==> config.mk <==
export PLATFORM = sky130hd
export DESIGN_NAME = seq_right_shifter
export DESIGN_NICKNAME = d
export VERILOG_FILES = /design/src/rtl/seq_right_shifter_pkg.sv /design/src/rtl/seq_right_shifter_shift1_right.sv /design/src/rtl/seq_right_shifter.sv
export SDC_FILE = /design/constraint.sdc
export NUM_CORES = 1
export LEC_CHECK = 0
export BUFFER_PORTS_ARGS = -buffer_cell sky130_fd_sc_hd__clkbuf_2
export CAP_MARGIN = 20
export CORE_AREA = 2 2 94 96
export CTS_CLUSTER_SIZE = 8
export DETAILED_ROUTE_END_ITERATION = 8
export DIE_AREA = 0 0 96 98
export GPL_TIMING_DRIVEN = 0
export PLACE_DENSITY = 0.66
export SLEW_MARGIN = 20
export SYNTH_ARGS = -nofsm -noshare
export SYNTH_HDL_FRONTEND = slang
export SYNTH_SLANG_ARGS = --single-unit
==> constraint.sdc <==
create_clock -name clk -period 1.85 [get_ports clk]
set_input_delay 0.185 -clock clk [delete_from_list [all_inputs] [get_ports clk]]
set_output_delay 0.185 -clock clk [all_outputs]
set_load 0.02 [all_outputs]
==> src/rtl/seq_right_shifter_pkg.sv <==
// Shared ALU constants: shift op codes and the sequential shifter
// state encoding, common to the left and right shifters.
package seq_right_shifter_pkg;

    localparam logic [5:0] OP_SLL = 6'b000000;
    localparam logic [5:0] OP_SRL = 6'b000010;
    localparam logic [5:0] OP_SRA = 6'b000011;

    typedef enum logic [1:0] {
        ST_IDLE  = 2'b00,
        ST_SHIFT = 2'b01,
        ST_DONE  = 2'b10
    } shift_state_e;

    function automatic logic is_right_shift(input logic [5:0] op);
        return (op == OP_SRL) || (op == OP_SRA);
    endfunction

endpackage

==> src/rtl/seq_right_shifter_shift1_right.sv <==
// One-bit right shift step; SRA replicates the MSB, anything else
// fills with zero.
module shift1_right
    import seq_right_shifter_pkg::*;
#(
    parameter int WIDTH = 32
) (
    input  logic [WIDTH-1:0] value,
    input  logic [5:0]       op,
    output logic [WIDTH-1:0] result
);

    logic fill;

    always_comb begin
        fill   = (op == OP_SRA) ? value[WIDTH-1] : 1'b0;
        result = {fill, value[WIDTH-1:1]};
    end

endmodule

==> src/rtl/seq_right_shifter.sv <==
// Multi-cycle right shifter: one bit per clock, result and status
// outputs all registered.
module seq_right_shifter
    import seq_right_shifter_pkg::*;
#(
    parameter int WIDTH   = 32,
    parameter int SHAMT_W = 5
) (
    input  logic             clk,
    input  logic             reset,
    input  logic             start,
    input  logic [WIDTH-1:0] dataA,
    input  logic [31:0]      dataB,
    input  logic [5:0]       Signal,
    output logic [WIDTH-1:0] dataOut,
    output logic             busy,
    output logic             done
);

    shift_state_e         state_q, state_d;
    logic [WIDTH-1:0]     work_q, work_d;
    logic [SHAMT_W-1:0]   cnt_q, cnt_d;
    logic [5:0]           op_q, op_d;
    logic [WIDTH-1:0]     data_out_q, data_out_d;
    logic                 busy_q, busy_d;
    logic                 done_q, done_d;
    logic [WIDTH-1:0]     work_shifted;

    // Upper shift-amount bits are architecturally ignored.
    logic unused_shamt_hi;
    assign unused_shamt_hi = ^dataB[31:SHAMT_W];

    shift1_right #(
        .WIDTH (WIDTH)
    ) u_shift1 (
        .value  (work_q),
        .op     (op_q),
        .result (work_shifted)
    );

    always_comb begin
        state_d    = state_q;
        work_d     = work_q;
        cnt_d      = cnt_q;
        op_d       = op_q;
        data_out_d = data_out_q;

        unique case (state_q)
            ST_IDLE: begin
                if (start) begin
                    work_d  = dataA;
                    cnt_d   = dataB[SHAMT_W-1:0];
                    op_d    = Signal;
                    state_d = ST_SHIFT;
                end
            end
            ST_SHIFT: begin
                if (!is_right_shift(op_q)) begin
                    data_out_d = '0;
                    state_d    = ST_DONE;
                end else if (cnt_q != '0) begin
                    work_d = work_shifted;
                    cnt_d  = cnt_q - SHAMT_W'(1);
                end else begin
                    data_out_d = work_q;
                    state_d    = ST_DONE;
                end
            end
            ST_DONE: begin
                state_d = ST_IDLE;
            end
            default: begin
                state_d = ST_IDLE;
            end
        endcase

        // Status flags track the next state so they line up with it.
        busy_d = (state_d != ST_IDLE);
        done_d = (state_d == ST_DONE);
    end

    always_ff @(posedge clk) begin
        if (reset) begin
            state_q    <= ST_IDLE;
            work_q     <= '0;
            cnt_q      <= '0;
            op_q       <= '0;
            data_out_q <= '0;
            busy_q     <= 1'b0;
            done_q     <= 1'b0;
        end else begin
            state_q    <= state_d;
            work_q     <= work_d;
            cnt_q      <= cnt_d;
            op_q       <= op_d;
            data_out_q <= data_out_d;
            busy_q     <= busy_d;
            done_q     <= done_d;
        end
    end

    assign dataOut = data_out_q;
    assign busy    = busy_q;
    assign done    = done_q;

endmodule
Word-level counts from Yosys, hierarchy flattened
Index checks and enable logic that the tools add are counted.
Word-level totals
  flip-flop bits (word level): 79
  latch bits: 0
  bits in writable memories: 0
  ROM bits: 0
  input bits: 73
  output and inout port bits: 34
  word-level logic and storage cells: 42
  memories kept: 0
Operators by class
  $add $sub $neg: 1
  multipliers: 0
  div/mod/pow operators: 0
  magnitude comparators: 0
  equality and inequality tests: 9
  shift operators: 0
  muxes and demuxes: 15
  bitwise operators: 0
  reductions and logical operators: 9
Operators with widths (count)
  $mux W32: 5
  $pmux W32 S2: 1
  $mux W5: 3
  $eq A6 B2 Y1 const B: 2
  $ne A2 B2 Y1 const B: 5
  $pmux W5 S2: 1
  $mux W2: 3
  $reduce_and A5 Y1: 1
  $reduce_bool A5 Y1: 1
  $sub A5 B1 Y5 const B: 1
  $pmux W2 S2: 1
  $reduce_and A2 Y1: 2
  $reduce_and A4 Y1: 1
  $reduce_bool A2 Y1: 2
  $eq A2 B1 Y1 const B: 1
  $eq A2 B2 Y1 const B: 1
  $logic_not A2 Y1: 1
  $logic_or A1 B1 Y1: 1
  $mux W1: 1

Depth between registers and ports, before layout
Gate-level depths: netlist of the first run.
  word-level depth: 5
  depth in mapped cells: 8
  depth with buffers taken out: 6

Modules after synthesis
From an unflattened synthesis of the first run, not the netlist that was laid out.
Unflattened totals
  cells, all modules: 363
  area total of the unflattened synthesis: 3290.7 µm²
By module, submodules not included
  seq_right_shifter: times used 1, cells an instance 328, area each 3026.7 µm², seq. area each 1581.5 µm²
  shift1_right: times used 1, cells an instance 35, area each 264.0 µm², seq. area each 0.0 µm²

Worst setup path after synthesis of the first run
Ideal clock, no wire load.
  path type: reg-to-reg
  from: register cnt_q[0]
  to: register work_q[30]
  library setup time: 0.146 ns
  arrival time: 1.715 ns
  required time: 1.704 ns
  slack: -0.011 ns
  cell stages (with the launch flop): 9
  buffers on the path: 2
  period minus slack after synthesis: 1.861 ns
  cells stage by stage: dfxtp_1 inv_1 ha_1 or4b_4 a41o_1 buf_6 buf_6 nor2_1 a211oi_2
Between the ends
  word-level cells in the longest chain between the ends: 3
Ends and longest elaborated chain
  start: declaration: line seq_right_shifter.sv:22  | logic [SHAMT_W-1:0] cnt_q, cnt_d;
  start signal: assignment: line seq_right_shifter.sv:94  | cnt_q <= cnt_d;
  $reduce_bool A5 Y1: line seq_right_shifter.sv:61  | end else if (cnt_q != '0) begin
  $ne A2 B2 Y1 (no source line)
  $reduce_and A4 Y1 (no source line)
  end signal: assignment: line seq_right_shifter.sv:93  | work_q <= work_d;
  end: declaration: line seq_right_shifter.sv:21  | logic [WIDTH-1:0] work_q, work_d;
No other way between the ends.
A chain may end at the register's enable or synchronous reset.

Final worst setup path of the first run
  from: register cnt_q[1]
  to: register work_q[29]
The elaborated chain is that of the path after synthesis.

==> results of run 1 <==
flip-flops by register name, summed over array words and instances (netlist names):
register	cells
done	1
cnt_q	5
state_q	2
dataOut	32
busy	1
op_q	6
work_q	32
worst register-to-register path: cells and delay by family (launching register included):
| family | cells | cell delay, ps |
|---|---|---|
| compound gates | 2 | 460 |
| flops | 1 | 330 |
| fa+ha+maj | 1 | 130 |
| simple gates | 1 | 510 |
| buf+inv | 3 | 390 |
cells in the mapped netlist:
cell,count,share of area [%]
a211oi_1,2,0.46
a211oi_2,31,12
a21oi_1,10,1.5
a22o_1,32,8.6
a31oi_1,2,0.39
a32oi_1,2,0.54
a41o_1,1,0.31
a41oi_2,1,0.50
and3_1,1,0.19
buf_1,2,0.23
buf_2,7,1.1
buf_4,3,0.69
buf_6,7,2.4
clkbuf_1,4,0.46
dfxtp_1,79,49
ha_1,1,0.39
inv_1,3,0.35
mux2i_1,33,10
nand2_1,17,2.0
nand2b_1,2,0.39
nand3_1,1,0.15
nand4_1,1,0.19
nor2_1,37,4.3
nor2b_1,2,0.39
nor3_1,5,0.77
nor3b_1,1,0.23
nor3b_2,1,0.39
nor4_4,1,0.66
o211ai_1,1,0.23
o311a_1,1,0.31
o32a_1,1,0.31
or4_1,1,0.23
or4b_4,1,0.42
per-layer routing:
layer	GRT usage (%)	wire (um)	part of all wire, %
met5	0	0	0
met4	6.81	162	2.0
met3	4.55	413	5.2
met2	27.6	3750	47
met1	23.3	3600	45
power breakdown:
part	switching [uW]	leakage [uW]	internal, uW
Clock	630	0.000116	934
Combinational	341	0.00118	316
Sequential	96.9	0.000647	1790
kinds of logic after synthesis:
group           Yosys count  share of synthesized area [%]
compound gates           84                           25.2
fa+ha+maj                 1                          0.386
buf+inv                  26                           5.24
flops                    79                           48.7
mux                      33                           10.2
simple gates             71                           10.3
repair_timing:
| item | in CTS | in global routing |
|---|---|---|
| endpoints found under the setup margin | 64 | 64 |
| gates cloned | 3 | 0 |
| resized for setup | 63 | 20 |
| setup buffers | 5 | 1 |
| pin swaps | 3 | 13 |
stage by stage:
stage / std cells / TNS [ps] / hold WS (ps) / utilization [%]
global placement: 481 / -9660 / 417 / 44.6
detailed placement: 481 / -10810 / 413 / 44.6
finish: 506 / -715 / 49.3 / 52.0
CTS: 505 / -253 / 39.2 / 50.9
global route: 506 / -3540 / 36.7 / 52.0
floorplan: 294 / 0 / 321 / -
worst max path at each step:
stage                       to  depth (start not counted)  slack, ps      from
floorplan           work_q[30]                          8         40  cnt_q[0]
global placement    dataOut[2]                          7       -250  cnt_q[0]
detailed placement  dataOut[8]                          7       -280  cnt_q[0]
CTS                 work_q[13]                          8        -20  cnt_q[1]
global route        work_q[29]                          8        -90  cnt_q[0]
finish              work_q[29]                          7        -60  cnt_q[1]
final cells by class:
class,count,area [um2],area share [%]
Tap cell,108,135,3.07
Sequential cell,79,1590,36.0
Timing Repair Buffer,88,510,11.6
Buffer,23,234,5.31
Inverter,3,11.3,0.256
Clock inverter,5,105,2.39
Multi-Input combinational cell,189,1680,38.1
Clock buffer,11,141,3.21
==> run metrics, run 1 <==
Worst Tran Pin Value=712 ps; leading cell type in the layout, fill and taps excluded=clkbuf_2; Post-Syn Nets=368; H-tree levels=3; largest net degree at the start of global routing=14; RePlAce Congestion=0.819; clock sink total=79; reg-to-reg startpoint=cnt_q[1]; HP Start=Signal[4]; Final WS setup=-64.8 ps; post-detail-place hpwl=5450 um; total track usage=17.7%; CP bufs+invs=3; row cnt=34; Longest Clk Path Bufs=2; Num CTS Buffers=9; register clock-pin slew on the reported worst setup and hold paths=80 ps; core area=0.00847 mm2; reg2reg setup slack=-60 ps; total power=4110 uW; fin nets=467; CTS Hold Bufs=0; worst-path cell chain=inv_2 -> ha_4 -> or4b_4 -> a41o_1 -> buf_6 -> buf_6 -> a211oi_2; worst path arrival time=2170 ps; via count=2629; drt pass-1 iters=4; syn avg cell area=11.0 um2; vias in the first global route=2612; WHS Endpoint=op_q[4]; Syn-to-layout area delta=35.7%; Max Clock Skew=10.1 ps; Antenna Violating Nets Remaining=0; crit path kind=reg2reg; Yosys cell types=33; fmax=0.522 GHz; clock tree from TritonCTS=done; CP peak stage delay=510 ps; 1st-iter DRT viols=122; final hold vios=0; Root Buffer=clkbuf_8; pre-CTS WS=-283 ps; synthesized area=0.00324 mm2; die height=98 um; R2R depth=7; IO Pins=107; initial antenna violation count=0; Port Buffers=79; DR WL/cell=15.7 um; warnings from Yosys=0; worst-path maximum fanout=10; Residual DRC=0; CP required=2110 ps; Crit. End Element=register; register area share after synthesis=48.7%; Syn Inst Count=294; status=finished with violations; Area after DPL=0.00377 mm2; die area=0.00941 mm2; end of the worst register-to-register path=work_q[29]; final wirelength=7930 um; vias per cell=5.20; Max IR drop VDD=0.378 mV; # setup viols final=39; Overflow after GRT=0; layout cells sized above 1=48.2%; RSZ-0062 raised after global routing=true; fin crit share=104%; number of synthesized register bits=79; Hold Path Class=in2reg; CP max stage cell=or4b_4; starting density of the core=38.3%; post-route cell area=0.00440 mm2; Max-cap violations=0; Final Critical Period=1910 ps; Hold Path Depth=3; startpoint types=register; CP top delay family=simple AND/OR/NAND/NOR gates; first-pass GRT wire length=12800 um; pwr dens=934 mW/mm2; worst-skew pair later-pin latency=350 ps; failing checks=negative setup slack; Crit path top cell by count=buf_6; Die Wd=96 um; commonest cells after routing, fill and taps aside=clkbuf_2, dfxtp_1, mux2i_1; # fillers=778; Slew HR=52.5%; Slew Viols, Final=0; Leak=0.00194 uW; ant diodes=0
(Power assumes the default switching activity.)
==> run 2: changes to the inputs <==
- ABC_AREA: default -> 1
- CORE_AREA: 2 2 94 96 -> 2 2 97 99
- DIE_AREA: 0 0 96 98 -> 0 0 99 101
==> run 2 against run 1 <==
  * The run now ends clean
  * Sequential cell count did not move
  * Final cell count rose by 39%
  * Maximum frequency rose by 18%
  * Cell area fell by 3.4%
  * Clock skew barely moved
  * Hold slack improved by 5.2 ps
  * Register-to-register slack improved by 290 ps
  * Sequential share of layout area rose by 1.1 points
  * Clock power barely moved
  * Synthesized cell count rose by 70%
  * Largest power group unchanged
==> run metrics, run 2 <==
Post-Syn Nets=573 (was 368); CP max stage cell=dfxtp_1 (was or4b_4); fin nets=662 (was 467); CP peak stage delay=320 ps (was 510 ps); leading cell type in the layout, fill and taps excluded=nand2_1 (was clkbuf_2); clock tree from TritonCTS=done (unchanged); CP required=2130 ps (was 2110 ps); Residual DRC=0 (unchanged); pwr dens=936 mW/mm2 (was 934 mW/mm2); startpoint types=register (unchanged); initial antenna violation count=0 (unchanged); vias in the first global route=3205 (was 2612); Die Wd=99 um (was 96 um); 1st-iter DRT viols=138 (was 122); final wirelength=8910 um (was 7930 um); Syn Inst Count=499 (was 294); die area=0.0100 mm2 (was 0.00941 mm2); Multi-input gate area=0.00165 mm2 (was 0.00168 mm2); commonest cells after routing, fill and taps aside=nand2_1, nor2_1, dfxtp_1 (was clkbuf_2, dfxtp_1, mux2i_1); CTS Hold Bufs=0 (unchanged); syn avg cell area=6.99 um2 (was 11.0 um2); RePlAce Congestion=0.837 (was 0.819); Worst Tran Pin Value=598 ps (was 712 ps); post-detail-place hpwl=6440 um (was 5450 um); Max IR drop VDD=0.346 mV (was 0.378 mV); Leak=0.00196 uW (was 0.00194 uW); Root Buffer=clkbuf_8 (unchanged); Hold Path Class=in2reg (unchanged); DR WL/cell=12.7 um (was 15.7 um); drt pass-1 iters=5 (was 4); post-cts gate resize count=0 (was 63); Crit. End Element=register (unchanged); IO Pins=107 (unchanged); fraction of registers with async set or reset after synthesis=0% (unchanged); Commonest cells post-synth=nand2_1, nor2_1, dfxtp_1 (was dfxtp_1, nor2_1, mux2i_1); Longest Clk Path Bufs=2 (unchanged); Synth area leaders=dfxtp_1, nand2_1, nor2_1, o21ai_0, a21oi_1 (was dfxtp_1, a211oi_2, mux2i_1, a22o_1, nor2_1); setup repair bufs after CTS=0 (was 5); # fillers=914 (was 778); # setup viols final=0 (was 39); fmax=0.615 GHz (was 0.522 GHz); Register Area=0.00158 mm2 (was 0.00159 mm2); Slew Viols, Final=0 (unchanged); largest net degree at the start of global routing=14 (unchanged); fin crit share=87.9% (was 104%); Post-synth EDFFs=0 (unchanged); setup_tns=0 ps (was -715 ps); Area after DPL=0.00402 mm2 (was 0.00377 mm2); clock sink total=79 (unchanged); layout cells sized above 1=24.1% (was 48.2%); worst path arrival time=1900 ps (was 2170 ps); Syn-to-layout area delta=22.0% (was 35.7%); total track usage=18.1% (was 17.7%); worst-skew pair later-pin latency=350 ps (about the same); first-pass GRT wire length=14700 um (was 12800 um); post-route cell area=0.00425 mm2 (was 0.00440 mm2); Final Critical Period=1630 ps (was 1910 ps); Max-cap violations=0 (unchanged); Main synth FF type=dfxtp_1 (unchanged); Max Clock Skew=10.4 ps (was 10.1 ps); Num CTS Buffers=9 (unchanged); H-tree levels=3 (unchanged); RSZ-0062 raised after global routing=false (was true); status=finished clean (was finished with violations); WHS=54.5 ps (was 49.3 ps); post-synth top area share=45.4% (was 48.7%); count leader, synth=nand2_1 (was dfxtp_1); register clock-pin slew on the reported worst setup and hold paths=80 ps (about the same); Final Util=47.4% (was 52.0%); Port Buffers=78 (was 79); crit path kind=reg2reg (unchanged); register area share after synthesis=45.4% (was 48.7%); core area=0.00898 mm2 (was 0.00847 mm2); Overflow after GRT=0 (unchanged); Slew HR=60.1% (was 52.5%); die height=101 um (was 98 um); synthesized area=0.00349 mm2 (was 0.00324 mm2); via count=3418 (was 2629); vias per cell=4.86 (was 5.20); starting density of the core=38.8% (was 38.3%); Antenna Violating Nets Remaining=0 (unchanged); worst-path maximum fanout=10 (unchanged); final hold vios=0 (unchanged); worst-path cell chain=inv_1 -> ha_1 -> nand3_2 -> nor2_2 -> buf_2 -> nand3_1 -> a21oi_1 (was inv_2 -> ha_4 -> or4b_4 -> a41o_1 -> buf_6 -> buf_6 -> a211oi_2); warnings from Yosys=0 (unchanged); ant diodes=0 (unchanged); row cnt=35 (was 34); Yosys cell types=23 (was 33); largest area contributor in the netlist=dfxtp_1 (unchanged); number of synthesized register bits=79 (unchanged)
run 2: area by class of cell:
class | count | share of cell area [%]
Multi-Input combinational cell | 371 | 38.9
Clock inverter | 5 | 2.50
Tap cell | 111 | 3.26
Sequential cell | 79 | 37.2
Clock buffer | 11 | 3.09
Timing Repair Buffer | 78 | 9.18
Inverter | 17 | 1.62
Buffer | 32 | 4.32
run 2: through the flow:
stage	setup slack [ps]	total power, uW	instances
6_report	225	3980	704
5_1_grt	62.4	4160	704
4_1_cts	199	4010	704
3_5_place_dp	218	2490	688
3_3_place_gp	254	2480	688
2_1_floorplan	412	2310	499
run 2: path summary, 6_finish.rpt:
path | startpoint | endpoint | slack (ps) | cells after the start
worst min register to register | dataOut[5] | dataOut[5] | 460 | 2
worst max register to register | cnt_q[0] | dataOut[23] | 220 | 7
worst max-delay path | cnt_q[0] | dataOut[23] | 220 | 7
worst min-delay path | Signal[2] | op_q[2] | 50 | 3
run 2: power breakdown:
| group | internal [uW] | switching [uW] | total (uW) |
|---|---|---|---|
| logic | 211 | 367 | 578 |
| registers | 1800 | 73.6 | 1870 |
| clock network | 900 | 631 | 1530 |
| total | 2910 | 1070 | 3980 |
run 2: worst max-delay path: cells and delay by family (launching register included):
kind	cells	cell delay, ps
AOI/OAI and AO/OA	1	160
adders and majority gates	1	230
buffers and inverters	2	340
DFF	1	320
and+or+nand+nor	3	500
run 2: cell families (layout without fill, tap and decap cells):
family	after synthesis	after routing	synth area share, %
and+or+nand+nor	288	288	35.2
AOI/OAI and AO/OA	82	82	11.9
DFF	79	79	45.4
buffers and inverters	49	143	7.25
adders and majority gates	1	1	0.359
run 2: per-layer routing:
metal / vias up / global-route usage (%) / routed length, um
met1: 1551 / 24.1 / 4250
met4: 0 / 6.32 / 104
li1: 1765 / - / -
met3: 8 / 3.05 / 464
met2: 94 / 29.9 / 4100
met5: - / 0 / 0
==> run 3: changes to the inputs <==
- CTS_CLUSTER_DIAMETER: default -> 120
- REMOVE_ABC_BUFFERS: default -> 1
==> run 3 against run 2 <==
  * Via count decreased by 3.5%
  * Cell area hardly changed
  * Utilization hardly changed
  * Total power is 6.5% lower
  * Critical endpoint is now cnt_q[2]
  * Largest cell class unchanged
==> run metrics, run 3 (synthesized netlist as in run 2, its figures left out) <==
pwr dens=876 mW/mm2 (was 936 mW/mm2); Slew Viols, Final=0 (unchanged); Max Clock Skew=13.0 ps (was 10.4 ps); Highest Signal Layer=met4 (unchanged); fin nets=647 (was 662); Hold Path Class=in2reg (unchanged); drt pass-1 iters=4 (was 5); first-pass GRT wire length=13900 um (was 14700 um); IO Pins=107 (unchanged); die height=101 um (unchanged); H-tree levels=3 (unchanged); layout cells sized above 1=24.7% (was 24.1%); 1st-iter DRT viols=159 (was 138); total power=3720 uW (was 3980 uW); setup_tns=0 ps (unchanged); ant diodes=0 (unchanged); Crit. End Element=register (unchanged); row cnt=35 (unchanged); Final Critical Period=1650 ps (was 1630 ps); vias per cell=4.79 (was 4.86); fin crit share=89.4% (was 87.9%); Longest Clk Path Bufs=2 (unchanged); Num CTS Buffers=9 (unchanged); CP required=2070 ps (was 2130 ps); RePlAce Congestion=0.752 (was 0.837); final wirelength=8800 um (was 8910 um); status=finished clean (unchanged); worst path arrival time=1880 ps (was 1900 ps); post-route cell area=0.00425 mm2 (about the same); RSZ-0062 raised after global routing=false (unchanged); startpoint types=register (unchanged); via count=3298 (was 3418); Slew HR=47.1% (was 60.1%); register clock-pin slew on the reported worst setup and hold paths=80 ps (about the same); Worst Tran Pin Value=794 ps (was 598 ps); final hold vios=0 (unchanged); clock tree from TritonCTS=done (unchanged); die area=0.0100 mm2 (unchanged); metal2 WL=4160 um (was 4100 um); initial antenna violation count=0 (unchanged); Antenna Violating Nets Remaining=0 (unchanged); Leak=0.00193 uW (was 0.00196 uW); starting density of the core=38.8% (unchanged); clock sink total=79 (unchanged); crit path kind=reg2reg (unchanged); Overflow after GRT=0 (unchanged); Port Buffers=79 (was 78); post-detail-place hpwl=4920 um (was 6440 um); Area after DPL=0.00386 mm2 (was 0.00402 mm2); DRT met1 WL=4170 um (was 4250 um); Max IR drop VDD=0.410 mV (was 0.346 mV); vias in the first global route=2955 (was 3205); Residual DRC=0 (unchanged); Root Buffer=clkbuf_8 (unchanged); largest net degree at the start of global routing=44 (was 14); commonest cells after routing, fill and taps aside=nand2_1, nor2_1, dfxtp_1, clkbuf_2, o21ai_0 (was nand2_1, nor2_1, dfxtp_1); leading cell type in the layout, fill and taps excluded=nand2_1 (unchanged); Max-cap violations=0 (unchanged); total track usage=17.2% (was 18.1%); Die Wd=99 um (unchanged); # setup viols final=0 (unchanged); CTS Hold Bufs=0 (unchanged); fmax=0.605 GHz (was 0.615 GHz); core area=0.00898 mm2 (unchanged); met3 routed WL=374 um (was 464 um); worst-path maximum fanout=38 (was 10); DR WL/cell=12.8 um (was 12.7 um); Syn-to-layout area delta=22.0% (about the same); worst-skew pair later-pin latency=340 ps (was 350 ps)
==> run 3: report_power, final <==
| part | total (uW) | switching (uW) | internal, uW |
|---|---|---|---|
| clock network | 1260 | 631 | 625 |
| logic | 595 | 385 | 209 |
| registers | 1870 | 72.2 | 1800 |
| total | 3720 | 1090 | 2640 |
==> run 3: area by class of cell <==
cell class	instances	area (um2)
fill	961	4720
multi-input combinational	374	1730
sequential	79	1580
timing repair buffer	92	518
tap	111	139
clock buffer	11	131
inverter	17	92.6
clock inverter	5	58.8
==> run 3: worst max-delay path: stages (launching register included) <==
cell and delay, ps:
dfxtp_1 350, inv_1 70, ha_1 270, nand3_4 180
nand3_4 140, nand2_8 170, clkinv_16 140, nor2_1 130
nor2_1 60
==> run 3: final timing paths <==
check             start         end  slack (ps)  cells after the start
min           Signal[5]     op_q[5]          70                      3
max reg2reg    cnt_q[0]    cnt_q[2]         200                      8
min reg2reg  dataOut[8]  dataOut[8]         460                      2
max            cnt_q[0]    cnt_q[2]         200                      8
==> run 3: stage by stage <==
stage          util, %  hold slack (ps)  setup WS [ps]  instances
6_report          47.4             72.3            196        689
5_1_grt           47.4             71.7           60.1        689
4_1_cts           45.9             59.2           35.6        679
3_5_place_dp      43.1              417           -384        658
3_3_place_gp      42.7              409           -867        657
2_1_floorplan        -              247           -212        467
==> run 3: routing by layer <==
| metal | vias to the layer above | global-route usage [%] |
|---|---|---|
| met1 | 1476 | 22.8 |
| met3 | 9 | 3.19 |
| met5 | - | 0 |
| met4 | 0 | 4.74 |
| li1 | 1733 | - |
| met2 | 80 | 28.8 |
==> run 3: what timing repair did <==
| item | in CTS | in global routing |
|---|---|---|
| pin swaps | 2 | 3 |
| buffers inserted | 3 | 9 |
| gates cloned | 2 | 1 |
| resized for setup | 7 | 5 |
| endpoints found under the setup margin | 72 | 38 |
